[src/rtl/mult_div_unit_pkg.sv]
// Shared definitions for the multicycle multiply/divide unit.
//   md_state_t : FSM state encoding (IDLE, MULT, DIV, DIV_FIX, DONE)
//   MULT_LAT   : start-to-done latency of a MULT, in cycles
//   DIV_LAT    : start-to-done latency of a DIV with a non-zero divisor
//   booth_op_t : radix-2 Booth recoding of one multiplier bit pair
package mult_div_unit_pkg;

  typedef enum logic [2:0] {
    MD_IDLE,
    MD_MULT,
    MD_DIV,
    MD_DIV_FIX,
    MD_DONE
  } md_state_t;

  localparam int unsigned MULT_LAT = 33;
  localparam int unsigned DIV_LAT  = 34;

  typedef enum logic [1:0] {
    BOOTH_NOP,
    BOOTH_ADD,
    BOOTH_SUB
  } booth_op_t;

  // Radix-2 Booth: {current bit, previous bit} 01 -> +M, 10 -> -M, else none.
  function automatic booth_op_t booth_decode(input logic cur, input logic prev);
    booth_op_t op;
    op = BOOTH_NOP;
    if (cur && !prev) op = BOOTH_SUB;
    else if (!cur && prev) op = BOOTH_ADD;
    return op;
  endfunction

endpackage

[src/rtl/mult_div_unit_if.sv]
// Request/response bundle between the control FSM and the mult/div unit.
//   mult_start, div_start : one-cycle operation requests (controller -> unit)
//   a, b                  : operands, sampled in the start cycle
//   hi, lo                : result registers (MULT product / DIV remainder,quotient)
//   busy                  : operation in flight
//   done                  : one-cycle completion pulse
//   zero_div              : divide-by-zero flag, pulses with done
// Modports: master = controller side, slave = unit side.
interface mult_div_unit_if #(
  parameter int unsigned WIDTH = 32
);
  logic             mult_start;
  logic             div_start;
  logic [WIDTH-1:0] a;
  logic [WIDTH-1:0] b;
  logic [WIDTH-1:0] hi;
  logic [WIDTH-1:0] lo;
  logic             busy;
  logic             done;
  logic             zero_div;

  modport master (
    output mult_start, div_start, a, b,
    input  hi, lo, busy, done, zero_div
  );

  modport slave (
    input  mult_start, div_start, a, b,
    output hi, lo, busy, done, zero_div
  );
endinterface

[src/rtl/mult_div_unit.sv]
// Multicycle signed multiply/divide unit for the MIPS datapath.
//   clk   : rising-edge clock
//   reset : asynchronous active-high reset; discards any in-flight operation
//   md    : slave side of mult_div_unit_if (starts, operands, hi/lo, busy,
//           done, zero_div)
// MULT is radix-2 Booth over a 2*WIDTH+1 accumulator, WIDTH cycles.
// DIV is restoring division on magnitudes, WIDTH cycles plus one sign-fix
// cycle. Both datapaths share the counter and the accumulator register.
// hi/lo are only written on entry to DONE and hold otherwise.
module mult_div_unit
  import mult_div_unit_pkg::*;
#(
  parameter int unsigned WIDTH = 32,
  parameter int unsigned CNT_W = 6
) (
  input  logic           clk,
  input  logic           reset,
  mult_div_unit_if.slave md
);

  md_state_t          state;
  logic [CNT_W-1:0]   counter;
  // {upper: WIDTH+1 bits, lower: WIDTH bits}. MULT: partial product / multiplier.
  // DIV: partial remainder / dividend shifting into quotient.
  logic [2*WIDTH:0]   acc;
  logic               qm1;      // Booth "previous multiplier bit"
  logic [WIDTH-1:0]   opnd;     // multiplicand (MULT) or divisor magnitude (DIV)
  logic               neg_q;
  logic               neg_r;
  logic [WIDTH-1:0]   hi_q;
  logic [WIDTH-1:0]   lo_q;
  logic               busy_q;
  logic               done_q;
  logic               zero_div_q;

  logic [WIDTH:0]     upper;
  logic [WIDTH-1:0]   lower;
  logic [WIDTH:0]     booth_sum;
  logic [2*WIDTH:0]   booth_next;
  logic [WIDTH:0]     rem_sh;
  logic [WIDTH+1:0]   diff;
  logic [2*WIDTH:0]   div_next;
  logic               last_step;

  function automatic logic [WIDTH-1:0] cond_neg(input logic [WIDTH-1:0] x,
                                                input logic neg);
    return neg ? ('0 - x) : x;
  endfunction

  assign upper     = acc[2*WIDTH:WIDTH];
  assign lower     = acc[WIDTH-1:0];
  assign last_step = (counter == CNT_W'(WIDTH - 1));

  // Booth step: add/subtract the sign-extended multiplicand into the upper
  // part, then arithmetic-shift the whole accumulator right by one. The extra
  // upper bit keeps -2^(WIDTH-1) multiplicands from overflowing.
  always_comb begin
    booth_sum = upper;
    case (booth_decode(lower[0], qm1))
      BOOTH_ADD: booth_sum = upper + {opnd[WIDTH-1], opnd};
      BOOTH_SUB: booth_sum = upper - {opnd[WIDTH-1], opnd};
      default:   booth_sum = upper;
    endcase
    booth_next = {booth_sum[WIDTH], booth_sum, lower[WIDTH-1:1]};
  end

  // Restoring step: shift {remainder, dividend} left, trial-subtract the
  // divisor with one guard bit, keep the difference if it is non-negative.
  always_comb begin
    rem_sh = {upper[WIDTH-1:0], lower[WIDTH-1]};
    diff   = {1'b0, rem_sh} - {2'b00, opnd};
    if (!diff[WIDTH+1])
      div_next = {diff[WIDTH:0], lower[WIDTH-2:0], 1'b1};
    else
      div_next = {rem_sh, lower[WIDTH-2:0], 1'b0};
  end

  always_ff @(posedge clk or posedge reset) begin
    if (reset) begin
      state      <= MD_IDLE;
      counter    <= '0;
      acc        <= '0;
      qm1        <= 1'b0;
      opnd       <= '0;
      neg_q      <= 1'b0;
      neg_r      <= 1'b0;
      hi_q       <= '0;
      lo_q       <= '0;
      busy_q     <= 1'b0;
      done_q     <= 1'b0;
      zero_div_q <= 1'b0;
    end else begin
      done_q     <= 1'b0;
      zero_div_q <= 1'b0;
      case (state)
        MD_IDLE: begin
          if (md.mult_start) begin
            opnd    <= md.a;
            acc     <= {{(WIDTH+1){1'b0}}, md.b};
            qm1     <= 1'b0;
            counter <= '0;
            busy_q  <= 1'b1;
            state   <= MD_MULT;
          end else if (md.div_start) begin
            busy_q <= 1'b1;
            if (md.b == '0) begin
              done_q     <= 1'b1;
              zero_div_q <= 1'b1;
              state      <= MD_DONE;
            end else begin
              opnd    <= cond_neg(md.b, md.b[WIDTH-1]);
              acc     <= {{(WIDTH+1){1'b0}}, cond_neg(md.a, md.a[WIDTH-1])};
              neg_q   <= md.a[WIDTH-1] ^ md.b[WIDTH-1];
              neg_r   <= md.a[WIDTH-1];
              counter <= '0;
              state   <= MD_DIV;
            end
          end
        end
        MD_MULT: begin
          acc     <= booth_next;
          qm1     <= lower[0];
          counter <= counter + CNT_W'(1);
          if (last_step) begin
            // hi/lo take the final step's result directly so they are valid
            // in the same cycle done rises.
            hi_q   <= booth_next[2*WIDTH-1:WIDTH];
            lo_q   <= booth_next[WIDTH-1:0];
            done_q <= 1'b1;
            state  <= MD_DONE;
          end
        end
        MD_DIV: begin
          acc     <= div_next;
          counter <= counter + CNT_W'(1);
          if (last_step) state <= MD_DIV_FIX;
        end
        MD_DIV_FIX: begin
          hi_q   <= cond_neg(acc[2*WIDTH-1:WIDTH], neg_r);
          lo_q   <= cond_neg(acc[WIDTH-1:0], neg_q);
          done_q <= 1'b1;
          state  <= MD_DONE;
        end
        MD_DONE: begin
          busy_q <= 1'b0;
          state  <= MD_IDLE;
        end
        default: begin
          busy_q <= 1'b0;
          state  <= MD_IDLE;
        end
      endcase
    end
  end

  assign md.hi       = hi_q;
  assign md.lo       = lo_q;
  assign md.busy     = busy_q;
  assign md.done     = done_q;
  assign md.zero_div = zero_div_q;

endmodule

[src/flat_wrapper.sv]
// flat-port wrapper written by rule: the top's interface ports become plain ports
module mult_div_unit_flat import mult_div_unit_pkg::*;
#(
  parameter int unsigned WIDTH = 32,
  parameter int unsigned CNT_W = 6
)
  (clk, reset, md_mult_start, md_div_start, md_a, md_b, md_hi, md_lo, md_busy, md_done, md_zero_div);
  mult_div_unit_if #(.WIDTH(WIDTH)) md_i ();
  input  logic clk;
  input  logic reset;
  input wire logic [$bits(md_i.mult_start)-1:0] md_mult_start;
  input wire logic [$bits(md_i.div_start)-1:0] md_div_start;
  input wire logic [$bits(md_i.a)-1:0] md_a;
  input wire logic [$bits(md_i.b)-1:0] md_b;
  output wire logic [$bits(md_i.hi)-1:0] md_hi;
  output wire logic [$bits(md_i.lo)-1:0] md_lo;
  output wire logic [$bits(md_i.busy)-1:0] md_busy;
  output wire logic [$bits(md_i.done)-1:0] md_done;
  output wire logic [$bits(md_i.zero_div)-1:0] md_zero_div;
  assign md_i.mult_start = md_mult_start;
  assign md_i.div_start = md_div_start;
  assign md_i.a = md_a;
  assign md_i.b = md_b;
  assign md_hi = md_i.hi;
  assign md_lo = md_i.lo;
  assign md_busy = md_i.busy;
  assign md_done = md_i.done;
  assign md_zero_div = md_i.zero_div;
  mult_div_unit #(.WIDTH(WIDTH), .CNT_W(CNT_W)) u_core (.clk(clk), .reset(reset), .md(md_i));
endmodule
[config.mk]
export PLATFORM = sky130hd
export DESIGN_NAME = mult_div_unit_flat
export DESIGN_NICKNAME = d
export VERILOG_FILES = /design/src/rtl/mult_div_unit_pkg.sv /design/src/rtl/mult_div_unit_if.sv /design/src/rtl/mult_div_unit.sv /design/src/flat_wrapper.sv
export SDC_FILE = /design/constraint.sdc
export NUM_CORES = 1
export LEC_CHECK = 0
export CAP_MARGIN = 20
export CORE_MARGIN = 3
export CORE_UTILIZATION = 51
export DETAILED_ROUTE_END_ITERATION = 8
export GPL_TIMING_DRIVEN = 1
export PLACE_DENSITY = 0.72
export SETUP_SLACK_MARGIN = 0.2
export SLEW_MARGIN = 20
export SYNTH_ARGS = -nofsm -noshare
export SYNTH_HDL_FRONTEND = slang
export SYNTH_SLANG_ARGS = --single-unit
[constraint.sdc]
create_clock -name clk -period 7.85 [get_ports clk]
set_clock_uncertainty 0.2 [all_clocks]
set_input_delay 2.355 -clock clk [delete_from_list [all_inputs] [get_ports clk]]
set_output_delay 2.355 -clock clk [all_outputs]
set_load 0.01 [all_outputs]
; ---- Yosys cells after proc, flatten, opt, wreduce, memory -nomap -nowiden
; Cells that the tools add are included.
[totals]
elab_cells = 97
input_bits = 68
ff_bits = 176
[classes]
mux = 40
reduce_logical = 21
n_bitwise = 4
eq_ne = 12
n_addsub = 8
[ops]
columns = cell, count
row1 = 32-bit two-way mux, 9
row2 = 65-bit two-way mux, 4
row3 = 65-bit case mux with 3 select lines, 1
row4 = 32-bit case mux with 2 select lines, 2
row5 = 1-bit by 32-bit subtractor with 32-bit output (first input constant), 4
row6 = 33-bit case mux with 2 select lines, 1
row7 = 33-bit by 32-bit subtractor with 34-bit output, 1
row8 = 33-bit adder, 1
row9 = 33-bit subtractor, 1
row10 = 32-bit zero test, 1
row11 = 6-bit two-way mux, 3
row12 = 3-bit two-way mux, 5
row13 = 3-bit case mux with 4 select lines, 1
row14 = 6-bit case mux with 2 select lines, 1
row15 = 3-bit AND reduction, 4
row16 = 1-bit two-way mux, 9
row17 = 2-bit nonzero test, 4
row18 = 6-bit by 1-bit adder with 6-bit output (second input constant), 1
row19 = 3-bit by 2-bit == test with 1-bit output (second input constant), 2
row20 = 6-bit by 5-bit == test with 1-bit output (second input constant), 1
row21 = 3-bit != test (second input constant), 2
row22 = 2-bit AND reduction, 3
row23 = 2-bit by 1-bit != test with 1-bit output (second input constant), 2
row24 = 2-bit != test (second input constant), 2
row25 = other kinds (15), 20

; ---- Logic depth before layout (Yosys ltp)
; Gate-level depths: netlist of the first run.
[depth]
word_depth = 8
mapped_depth = 19
depth_no_buf = 18

; ---- Least setup slack after synthesis of the first run
; No wires, ideal clock.
[synth_timing]
kind = input port to flip-flop
startpoint = input port md_b[0]
endpoint = register u_core.acc[51]
slack_ps = 2604
cell_stages = 12
setup_ps = 95
arrival_ps = 4951
required_time_ps = 7555
cell_sequence = inv_1 -> ha_1 -> or3b_2 -> nand4bb_1 -> or4_4 -> nand3b_4 -> and2_4 -> o41ai_4 -> buf_4 -> buf_4 -> a22oi_1 -> o31ai_1
[synth_via]
elab_chain_cells = 3
[synth_lines]
columns = item, line_no
row1 = from (decl), flat_wrapper.sv:14  ; input wire logic [$bits(md_i.b)-1:0] md_b;
row2 = 32-bit zero test, mult_div_unit.sv:106  ; if (md.b == '0) begin
row3 = 3-bit != test (no source line), --
row4 = 3-bit AND reduction (no source line), --
row5 = to (signal assigned), mult_div_unit.sv:99  ; acc <= {{(WIDTH+1){1'b0}}, md.b};
row6 = to (signal assigned), mult_div_unit.sv:112  ; acc <= {{(WIDTH+1){1'b0}}, cond_neg(md.a, md.a[WIDTH-1])};
row7 = to (signal assigned), mult_div_unit.sv:121  ; acc <= booth_next;
row8 = to (decl), mult_div_unit.sv:25  ; logic [2*WIDTH:0] acc;
; No other way between the ends.
; A chain may end at the register's enable or synchronous reset.

; ---- Worst setup path in the final report of the first run
[layout_timing]
startpoint = input port md_b[0]
endpoint = register u_core.acc[62]
; The elaborated chain is that of the path after synthesis.

==> results of run 1 <==
[cell usage after synthesis, types with 6 or more instances]
master	number
or4_1	22
ha_1	71
nand2b_1	24
xor2_1	84
clkbuf_1	124
mux2_2	7
buf_1	7
or3_1	24
o21a_1	11
a21o_1	27
o31ai_1	42
nand3_1	27
or2_2	6
dfrtp_1	176
o211ai_1	15
a22o_1	10
a221oi_1	21
a211oi_1	16
nor2_1	174
o221ai_1	6
o41ai_1	21
and2_1	12
o21ai_0	152
a21boi_0	8
a22oi_1	15
xnor2_1	116
nor2b_1	8
a31oi_1	52
nand4_1	12
o21ai_1	35
o22ai_1	18
inv_1	57
a41oi_1	9
a21oi_1	134
nor4_1	13
nor3_1	29
nand2_1	242
mux2i_1	49
a221o_1	9
and3_1	14
o21bai_1	7
[worst max-delay path by stage]
stage               slack, ns        endpoint     from
floorplan                0.52   u_core.acc[0]    reset
global placement         1.47  u_core.acc[62]  md_b[0]
detailed placement       1.38  u_core.acc[62]  md_b[0]
CTS                      1.85  u_core.acc[62]  md_b[0]
global route             1.50  u_core.acc[30]  md_a[2]
finish                   1.83  u_core.acc[62]  md_b[0]
[metal layers]
metal	share of wire, %	track usage [%]
met3	6.8	4.06
met5	0	0
met1	44	42.0
met4	3.4	10.4
met2	45	47.7
[area by class of cell]
class	count	area (um2)	area share [%]
timing repair buffer	157	1500	8.52
clock inverter	15	214	1.21
multi-input combinational	1608	10400	58.9
inverter	58	223	1.26
clock buffer	17	425	2.41
tap	390	488	2.77
sequential	176	4400	25.0
[sequential cells by signal, summed over array words and instances, names as in the netlist]
register	flops
u_core.acc	65
u_core.counter	6
u_core.md.busy	1
u_core.md.done	1
u_core.md.hi	32
u_core.md.lo	32
u_core.md.zero_div	1
u_core.neg_q	1
u_core.neg_r	1
u_core.opnd	32
u_core.qm1	1
u_core.state	3
[critical path, delay by kind of cell]
kind / cells / cell delay [ns]
AOI/OAI and AO/OA: 4 / 0.58
and+or+nand+nor: 5 / 1.87
buffers and inverters: 3 / 1.22
adders and majority gates: 1 / 0.16
[logic make-up (layout without fill, tap and decap cells)]
group,after synthesis,count (layout),share of synthesized area [%]
AO/OA/AOI/OAI,649,649,26.9
flip-flops,176,176,28.3
AND/OR/NAND/NOR,630,630,18.8
multiplexers,56,56,3.66
buffers and inverters,198,247,4.98
XOR/XNOR,200,200,11.3
adder cells (fa/ha/maj),73,73,5.98
[power breakdown]
part	switching (mW)	internal (mW)
clock network	0.435	0.520
logic	3.80	2.92
registers	0.711	1.37
[layout by cell type (no fill, tap or decap), drive strengths merged, types with 8 or more instances in the layout]
cell and n:
dfrtp 176, a22o 10, ha 71, xor2 84, a21o 27, nor2 174, a22oi 15, inv 67
nor4 13, a211oi 16, o21a 11, nor2b 8, a41oi 9, nor3 29, clkbuf 17, or2 8
clkdlybuf4s50 132, a221o 9, a221oi 21, xnor2 116, a31oi 52, and3 14, nand2b 24, or4 25
nand4 12, or3 24, a21oi 135, mux2i 49, nand2 242, o21ai 188, o31ai 42, o211ai 15
o22ai 18, buf 25, a21boi 8, nand3 27, o41ai 23, and2 14
[through the flow]
step	hold WS, ns	power [mW]	cell area (um2)
2_1_floorplan	0.249	6.80	15500
3_3_place_gp	0.269	8.51	17000
3_5_place_dp	0.294	8.65	17000
4_1_cts	0.308	9.65	17600
5_1_grt	0.352	10.5	17600
6_report	0.316	9.75	17600
==> metrics.cfg, run 1 <==
[status]
status=finished clean

[worst_setup_path]
cp_max_fo=66
r2r-end=u_core.acc[58]
r2r_slack_ns=2.17
reg2regPathDepth=14
path_cells=clkdlybuf4s50_1 -> inv_1 -> ha_1 -> or3b_2 -> nand4bb_1 -> or4_4 -> nand3b_4 -> and2_4 -> o41ai_4 -> buf_4 -> o2bb2ai_1 -> a221o_1 -> a21o_1
slowest_stage=buf_4
worstPathRequired_ns=8.05
crit_type=input port to register
crit_path_end_kind=register
r2r-start=u_core.opnd[3]
arrival_ns=6.22
max_stage_delay_ns=0.66
start_kind=input port

[yosys]
syn_area_per_cell_um2=7.84
syn_inst=1982
synth_edf_count=0
yosysWarningCount=0
synth_fp_nets=2123
synth-seq-area-share_pct=28.3
netlist_area_um2=15500
ys_async_sr_fraction_pct=100
yosysUniqueCellTypes=78
yosysTopAreaCell=dfrtp_1
ys_seq_elements=176
synth_top_area_share_pct=28.3
ys.flop_type=dfrtp_1
synth_area_leaders=dfrtp_1 28%, xnor2_1 6.5%, nand2_1 5.8%

[drt]
viasPerCell=6.39
wire_per_inst_um=20.7
vias=15500
wl_um=50200
drc=0
drtIter0Drc=1445
postRouteAntennaNets=0
first_pass_iters=6

[global_route]
antenna_found_initial=0
grt_max_degree=93
grtUsageTotal_pct=30.0
grt_pass1_vias=14500
grt_pass1_wl_um=79700
globalRoute.totalOverflow=0

[sta]
finalSetupTns_ns=0
setup_ws_ns=1.83
relSlewSlack_pct=31.7
period_needed_ns=6.02
finalHoldViolations=0
clock.fmax_mhz=166
drv_slew=0
setup_viol=0
grt_setup_unrepaired=no
post-route-period-util_pct=76.6
tightest_slew_ns=1.02

[pwr]
peakVddDrop_mv=0.249
powerDensity_nw_per_um2=553
leakagePower_nw=7.30

[job]
maxCapViolations=0

[clocking]
cts_tree=yes
numCtsBuffers=17
insertion_delay_ns=0.45
root_buffer=clkbuf_16
hold_buffers=0
path_clk_slew_ns=0.08
cts_max_level=4
cts_buffer_depth=2
ctsResizeCount=0
post_cts_buffers=0
cts_sinks=176

[hold_path]
min_to=u_core.qm1
min-delay-start=u_core.qm1
hold_depth=2
hp-class=register to register

[floorplanning]
design.portCount=135
rows=63
die_area_um2=32600
start_util_pct=52.1
die_h_um=181
die_x_um=181
coreArea_um2=29800

[layout]
drive_above_1_share_pct=4.58
num_antenna_cells=0
fin_util_pct=59.2
area_delta_synth_final_pct=13.6
n_fill_cell=2747
fin_nets=2159
stdcell_count=2421

[place]
dp_slack_ns=1.38
place.gp.congestion=0.996
io_buffers=134
dp_cells=2389
dpl.hpwl_um=37500

No activity file was read; power rests on OpenSTA's default activity.
==> inputs of run 2 (changes only) <==
==> constraint.sdc (replaced) <==
create_clock -name clk -period 6.28 [get_ports clk]
set_clock_uncertainty 0.2 [all_clocks]
set_input_delay 1.884 -clock clk [delete_from_list [all_inputs] [get_ports clk]]
set_output_delay 1.884 -clock clk [all_outputs]
set_load 0.01 [all_outputs]
==> run 2 against run 1 <==
Against the previous run: clock power up 21%; setup slack worse by 0.83 ns; count of clock-buffer cells in the layout unchanged; cell area up 0.35%; sequential power up 26%; total power up 25%; first-iteration DRC count down 1.3%; via count down 1.4%; sequential cell count unchanged; non-clock buffer count up 5.
==> metrics.cfg, run 2 (synthesis results as in run 1) <==
[status]
status=finished clean

[sta]
holdWs_ns=0.301  ; -0.0153 ns
tightest_slew_ns=1.12  ; +0.0975 ns
post-route-period-util_pct=84.0
setup_viol=0  ; unchanged
setup_ws_ns=1.00  ; -0.831 ns
period_needed_ns=5.28
finalSetupTns_ns=0  ; unchanged
clock.fmax_mhz=189
relSlewSlack_pct=25.0  ; -6.7 points
finalHoldViolations=0  ; unchanged
drv_slew=0  ; unchanged
grt_setup_unrepaired=no

[global_route]
grt_max_degree=124  ; +33%
globalRoute.totalOverflow=0  ; unchanged
grt_pass1_wl_um=81600  ; +2.3%
grtUsageTotal_pct=31.0  ; +1.1 points
grt_pass1_vias=14800  ; +2.2%
antenna_found_initial=0  ; unchanged

[floorplanning]
die_h_um=181  ; unchanged
design.portCount=135  ; unchanged
coreArea_um2=29800  ; unchanged
start_util_pct=52.1  ; unchanged
rows=63  ; unchanged
die_area_um2=32600  ; unchanged
die_x_um=181  ; unchanged

[clocking]
hold_buffers=0  ; unchanged
ctsResizeCount=0  ; unchanged
cts_sinks=176  ; unchanged
insertion_delay_ns=0.47  ; +0.02 ns
path_clk_slew_ns=0.08  ; about the same
post_cts_buffers=0  ; unchanged
cts_max_level=4  ; unchanged
cts_tree=yes
cts_buffer_depth=2  ; unchanged
numCtsBuffers=17  ; unchanged
root_buffer=clkbuf_16

[hold_path]
min_to=u_core.qm1
min-delay-start=u_core.qm1
hp-class=register to register
hold_depth=2  ; unchanged

[drt]
met2WireLength_um=23500  ; +3.0%
wl_met1_um=22200  ; -0.17%
wl_um=50900  ; +1.5%
vias=15300  ; -1.4%
drtIter0Drc=1426  ; -1.3%
wl_met3_um=3610  ; +5.7%
highest_layer=met4
first_pass_iters=6  ; unchanged
wire_per_inst_um=21.0  ; +1.3%
viasPerCell=6.29  ; -1.6%
postRouteAntennaNets=0  ; unchanged
drc=0  ; unchanged

[worst_setup_path]
max_stage_delay_ns=0.62  ; -0.04 ns
r2r_slack_ns=1.00  ; -1.17 ns
arrival_ns=5.48  ; -0.74 ns
path_cells=clkdlybuf4s50_1 -> inv_1 -> ha_1 -> or3b_2 -> nand4bb_1 -> or4_4 -> nand3b_4 -> and2_4 -> o41ai_4 -> buf_12 -> o2bb2ai_1 -> a221o_1 -> a21o_1
crit_path_end_kind=register
reg2regPathDepth=15  ; +1
slowest_stage=or4_4
worstPathRequired_ns=6.48  ; -1.57 ns
r2r-end=u_core.acc[58]
cp_max_fo=56  ; -15%
critPathLaunch=md_b[0]
crit_type=input port to register
start_kind=input port
r2r-start=u_core.opnd[3]

[job]
maxCapViolations=0  ; unchanged

[layout]
largest_reg_flops=65  ; unchanged
fin_area_um2=17700  ; +0.35%
drive_above_1_share_pct=4.81  ; +0.23 points
fin_nets=2164  ; +0.23%
n_fill_cell=2739  ; -0.29%
fin_util_pct=59.4  ; +0.21 points
final-seq-area_um2=4410  ; about the same
layout_commonest_cell=nand2_1
regMostFlops=u_core.acc
multiInputGateArea_um2=10400  ; about the same
num_antenna_cells=0  ; unchanged
area_delta_synth_final_pct=14.0
mostFrequentLayoutCells=240 x nand2_1, 175 x dfrtp_1, 174 x nor2_1, 152 x o21ai_0, 134 x a21oi_1

[place]
place.gp.congestion=1.03  ; +3.8%
dpl.hpwl_um=38200  ; +1.9%
placed_cell_area_um2=17100  ; +0.43%
dp_slack_ns=0.551  ; -0.833 ns
io_buffers=134  ; unchanged

[pwr]
leakagePower_nw=7.33  ; +0.34%
powerDensity_nw_per_um2=686  ; +24%
peakVddDrop_mv=0.333  ; +34%

==> run 2: cell types whose count changed in the layout (fill, tap and decap cells not counted), sizes merged <==
| cell | before | now |
|---|---|---|
| buf | 25 | 29 |
| inv | 67 | 65 |
| clkdlybuf4s50 | 132 | 133 |
| bufinv | 3 | 2 |
| clkinvlp | 1 | 2 |
| clkinv | 2 | 4 |
==> run 2: cell type report <==
cell class | instances | share of cell area, %
repair buffers | 162 | 8.95
multi-input cells | 1608 | 58.7
well taps | 390 | 2.76
inverters | 58 | 1.25
flip-flops and latches | 176 | 24.9
clock inverters | 15 | 1.08
clock buffers | 17 | 2.40
==> run 2: worst max path at each step <==
stage,end,slack [ns],depth (start not counted)
floorplan,u_core.acc[51],1.50,12
global placement,u_core.acc[29],0.61,10
detailed placement,u_core.acc[62],0.55,13
CTS,u_core.acc[62],1.03,13
global route,u_core.md.hi[31],0.58,17
finish,u_core.acc[62],1.00,13
==> run 2: through the flow <==
stage	total power, mW	std cells
floorplan	8.50	1982
global placement	10.7	2394
detailed placement	10.8	2394
CTS	12.0	2426
global route	13.2	2426
finish	12.1	2426
==> run 2: power breakdown <==
group	leakage, nW	total [mW]	switching (mW)	internal (mW)
sequential	2.14	2.63	0.922	1.71
clock	0.301	1.15	0.539	0.607
combinational	4.89	8.38	4.71	3.67
total	7.33	12.1	6.17	5.98
==> run 2: layer usage <==
metal  vias up  track usage, %
met5         -               0
met4         0            10.5
met3        80            4.72
met2       602            50.8
met1      7291            42.1
li1       7283               -
==> run 2: worst max-delay path, delay by kind of cell <==
kind                     cells  cell delay [ns]
AND/OR/NAND/NOR              5             1.87
AO/OA/AOI/OAI                4             0.64
adder cells (fa/ha/maj)      1             0.17
buffers and inverters        3             0.88
==> inputs of run 3 (changes only) <==
--- a/config.mk
+++ b/config.mk
@@ -10,7 +10,7 @@
 export CORE_UTILIZATION = 51
 export DETAILED_ROUTE_END_ITERATION = 8
 export GPL_TIMING_DRIVEN = 1
-export PLACE_DENSITY = 0.72
+export PLACE_DENSITY = 0.75
 export SETUP_SLACK_MARGIN = 0.2
 export SLEW_MARGIN = 20
 export SYNTH_ARGS = -nofsm -noshare
==> constraint.sdc (replaced) <==
create_clock -name clk -period 4.6 [get_ports clk]
set_clock_uncertainty 0.2 [all_clocks]
set_input_delay 1.38 -clock clk [delete_from_list [all_inputs] [get_ports clk]]
set_output_delay 1.38 -clock clk [all_outputs]
set_load 0.01 [all_outputs]
==> run 3 against run 2 <==
Against the previous run: the flow now finishes with violations (setup timing); setup slack lost 1.1 ns; worst hold slack lost 0.0033 ns; critical path depth grew 6; die area is the same; clock power grew 33%; global-route usage grew 1.5 points; first-iteration DRC count grew 6.0%; cell area grew 14%; final cell count grew 8.5%; sequential cell count is the same; largest power group unchanged; highest routed layer unchanged.
==> metrics.cfg, run 3 (synthesis results as in run 1) <==
[status]
status=complete, but fails checks
violations=setup timing

[drt]
first_pass_iters=7  ; +1
wl_met1_um=22900  ; +3.1%
viasPerCell=6.29  ; about the same
drtIter0Drc=1512  ; +6.0%
drc=0  ; unchanged
met2WireLength_um=25700  ; +9.2%
vias=16600  ; +8.5%
postRouteAntennaNets=0  ; unchanged
wl_met3_um=3990  ; +11%
wire_per_inst_um=20.9  ; -0.55%
wl_um=55000  ; +7.9%
highest_layer=met4

[job]
maxCapViolations=0  ; unchanged

[floorplanning]
coreArea_um2=29800  ; unchanged
die_area_um2=32600  ; unchanged
die_x_um=181  ; unchanged
rows=63  ; unchanged
design.portCount=135  ; unchanged
start_util_pct=52.1  ; unchanged
die_h_um=181  ; unchanged

[sta]
period_needed_ns=4.68
setup_ws_ns=-0.0846  ; -1.09 ns
drv_slew=0  ; unchanged
finalHoldViolations=0  ; unchanged
tightest_slew_ns=1.14  ; +0.0172 ns
post-route-period-util_pct=102
finalSetupTns_ns=-0.447  ; -0.447 ns
clock.fmax_mhz=213
relSlewSlack_pct=24.1  ; -0.96 points
grt_setup_unrepaired=yes
setup_viol=7  ; +7

[worst_setup_path]
cp_max_fo=5  ; -91%
start_kind=register
worstPathRequired_ns=4.76  ; -1.72 ns
path_cells=or3_4 -> or3_4 -> nor4_4 -> buf_6 -> a21oi_4 -> xnor2_2 -> ha_4 -> a21o_1 -> o2bb2ai_4 -> a211oi_2 -> o211ai_1 -> a2111oi_4 -> buf_4 -> nor3_2 -> buf_4 -> o31ai_2 -> a31oi_4 -> buf_4 -> o31ai_1
critPathLaunch=u_core.opnd[3]
crit_path_end_kind=register
worst_path_most_repeated_cell=buf_4
arrival_ns=4.85  ; -0.63 ns
slowest_stage=a2111oi_4
cp.depth=19  ; +6
path_buf_inv=4  ; +1
reg2regPathDepth=19  ; +4
r2r-start=u_core.opnd[3]
crit_type=register to register
max_stage_delay_ns=0.41  ; -0.21 ns
cp_top_family=compound AO/OA/AOI/OAI gates

[clocking]
root_buffer=clkbuf_16
numCtsBuffers=17  ; unchanged
cts_max_level=4  ; unchanged
cts_buffer_depth=2  ; unchanged
hold_buffers=0  ; unchanged
cts_tree=yes
cts_sinks=176  ; unchanged
insertion_delay_ns=0.45  ; -0.02 ns
path_clk_slew_ns=0.08  ; about the same

[pwr]
powerDensity_nw_per_um2=973  ; +42%
leakagePower_nw=8.65  ; +18%
peakVddDrop_mv=0.408  ; +22%
power_mw=19.6  ; +61%

[place]
io_buffers=134  ; unchanged
placed_cell_area_um2=18500  ; +8.1%
dpl.hpwl_um=40000  ; +4.6%
place.gp.congestion=1.02  ; -1.0%
dp_slack_ns=-0.296  ; -0.847 ns

[global_route]
grt_pass1_wl_um=86500  ; +6.0%
grt_pass1_vias=15900  ; +7.6%
grtUsageTotal_pct=32.5  ; +1.5 points
grt_max_degree=69  ; -44%
antenna_found_initial=0  ; unchanged
globalRoute.totalOverflow=0  ; unchanged

[layout]
mostFrequentLayoutCells=236 x nand2_1, 210 x buf_4, 176 x dfrtp_1, 170 x nor2_1, 133 x o21ai_0
fin_area_um2=20100  ; +14%
regMostFlops=u_core.acc
layout_commonest_cell=nand2_1
drive_above_1_share_pct=17.9  ; +13 points
num_antenna_cells=0  ; unchanged
area_delta_synth_final_pct=29.6
largest_reg_flops=65  ; unchanged
fin_nets=2371  ; +9.6%

[hold_path]
hp-class=register to register
hold_depth=2  ; unchanged
min-delay-start=u_core.qm1

-- run 3: cell types whose count changed in the layout (fill, tap and decap cells not counted), moves of 14 or more --
cell / before / now
a21oi_1: 134 / 119
o21ai_0: 152 / 133
buf_6: 0 / 15
buf_4: 25 / 210
o21ai_1: 35 / 49
-- run 3: worst register-to-register path: stages, from the launching register on --
cell and delay [ns]:
dfrtp_1 0.38, or3_4 0.39, or3_4 0.37, nor4_4 0.15
buf_6 0.17, a21oi_4 0.06, xnor2_2 0.26, ha_4 0.28
a21o_1 0.21, o2bb2ai_4 0.15, a211oi_2 0.19, o211ai_1 0.22
a2111oi_4 0.41, buf_4 0.19, nor3_2 0.05, buf_4 0.15
o31ai_2 0.29, a31oi_4 0.13, buf_4 0.18, o31ai_1 0.18
-- run 3: where the power goes --
group          total (mW)  internal (mW)  leakage [nW]  switching [mW]
clock network        1.53          0.821         0.285           0.708
registers            3.47           2.33          2.14            1.14
logic                14.6           6.89          6.22            7.69
-- run 3: final cells by class --
| cell class | instances | area (um2) |
|---|---|---|
| well taps | 390 | 488 |
| repair buffers | 369 | 3310 |
| multi-input cells | 1608 | 11100 |
| fillers | 2465 | 9660 |
| inverters | 58 | 221 |
| clock inverters | 14 | 174 |
| flip-flops and latches | 176 | 4400 |
| clock buffers | 18 | 429 |
-- run 3: timing repair --
action / in CTS / in global routing
pin swaps: 61 / 46
endpoints found under the setup margin: 27 / 64
endpoints found under the hold margin: 0 / 0
resized for setup: 66 / 98
cloned: 0 / 3
buffers inserted: 18 / 13
-- run 3: path summary, 6_finish.rpt --
check                              endpoint  slack (ns)
min in group asynchronous    u_core.opnd[9]        1.17
setup / recovery           u_core.md.hi[26]       -0.08
hold / removal                   u_core.qm1        0.30
hold reg to reg                  u_core.qm1        0.30
setup reg to reg           u_core.md.hi[26]       -0.08
max in group asynchronous    u_core.acc[61]        2.27
-- run 3: metal layers --
metal  vias up  GRT usage, %
met1      7950          42.9
met2       772          53.8
li1       7690             -
met5         -             0
met3       144          5.17
met4         0          12.6
-- run 3: metrics by stage --
| step | hold slack, ns | utilization [%] | std cells |
|---|---|---|---|
| after CTS | 0.297 | 65.5 | 2617 |
| final | 0.297 | 67.6 | 2633 |
| after detailed placement | 0.282 | 62.0 | 2567 |
| after global routing | 0.339 | 67.6 | 2633 |
| after global placement | 0.270 | 62.0 | 2567 |
| after floorplan | 0.249 | - | 1982 |
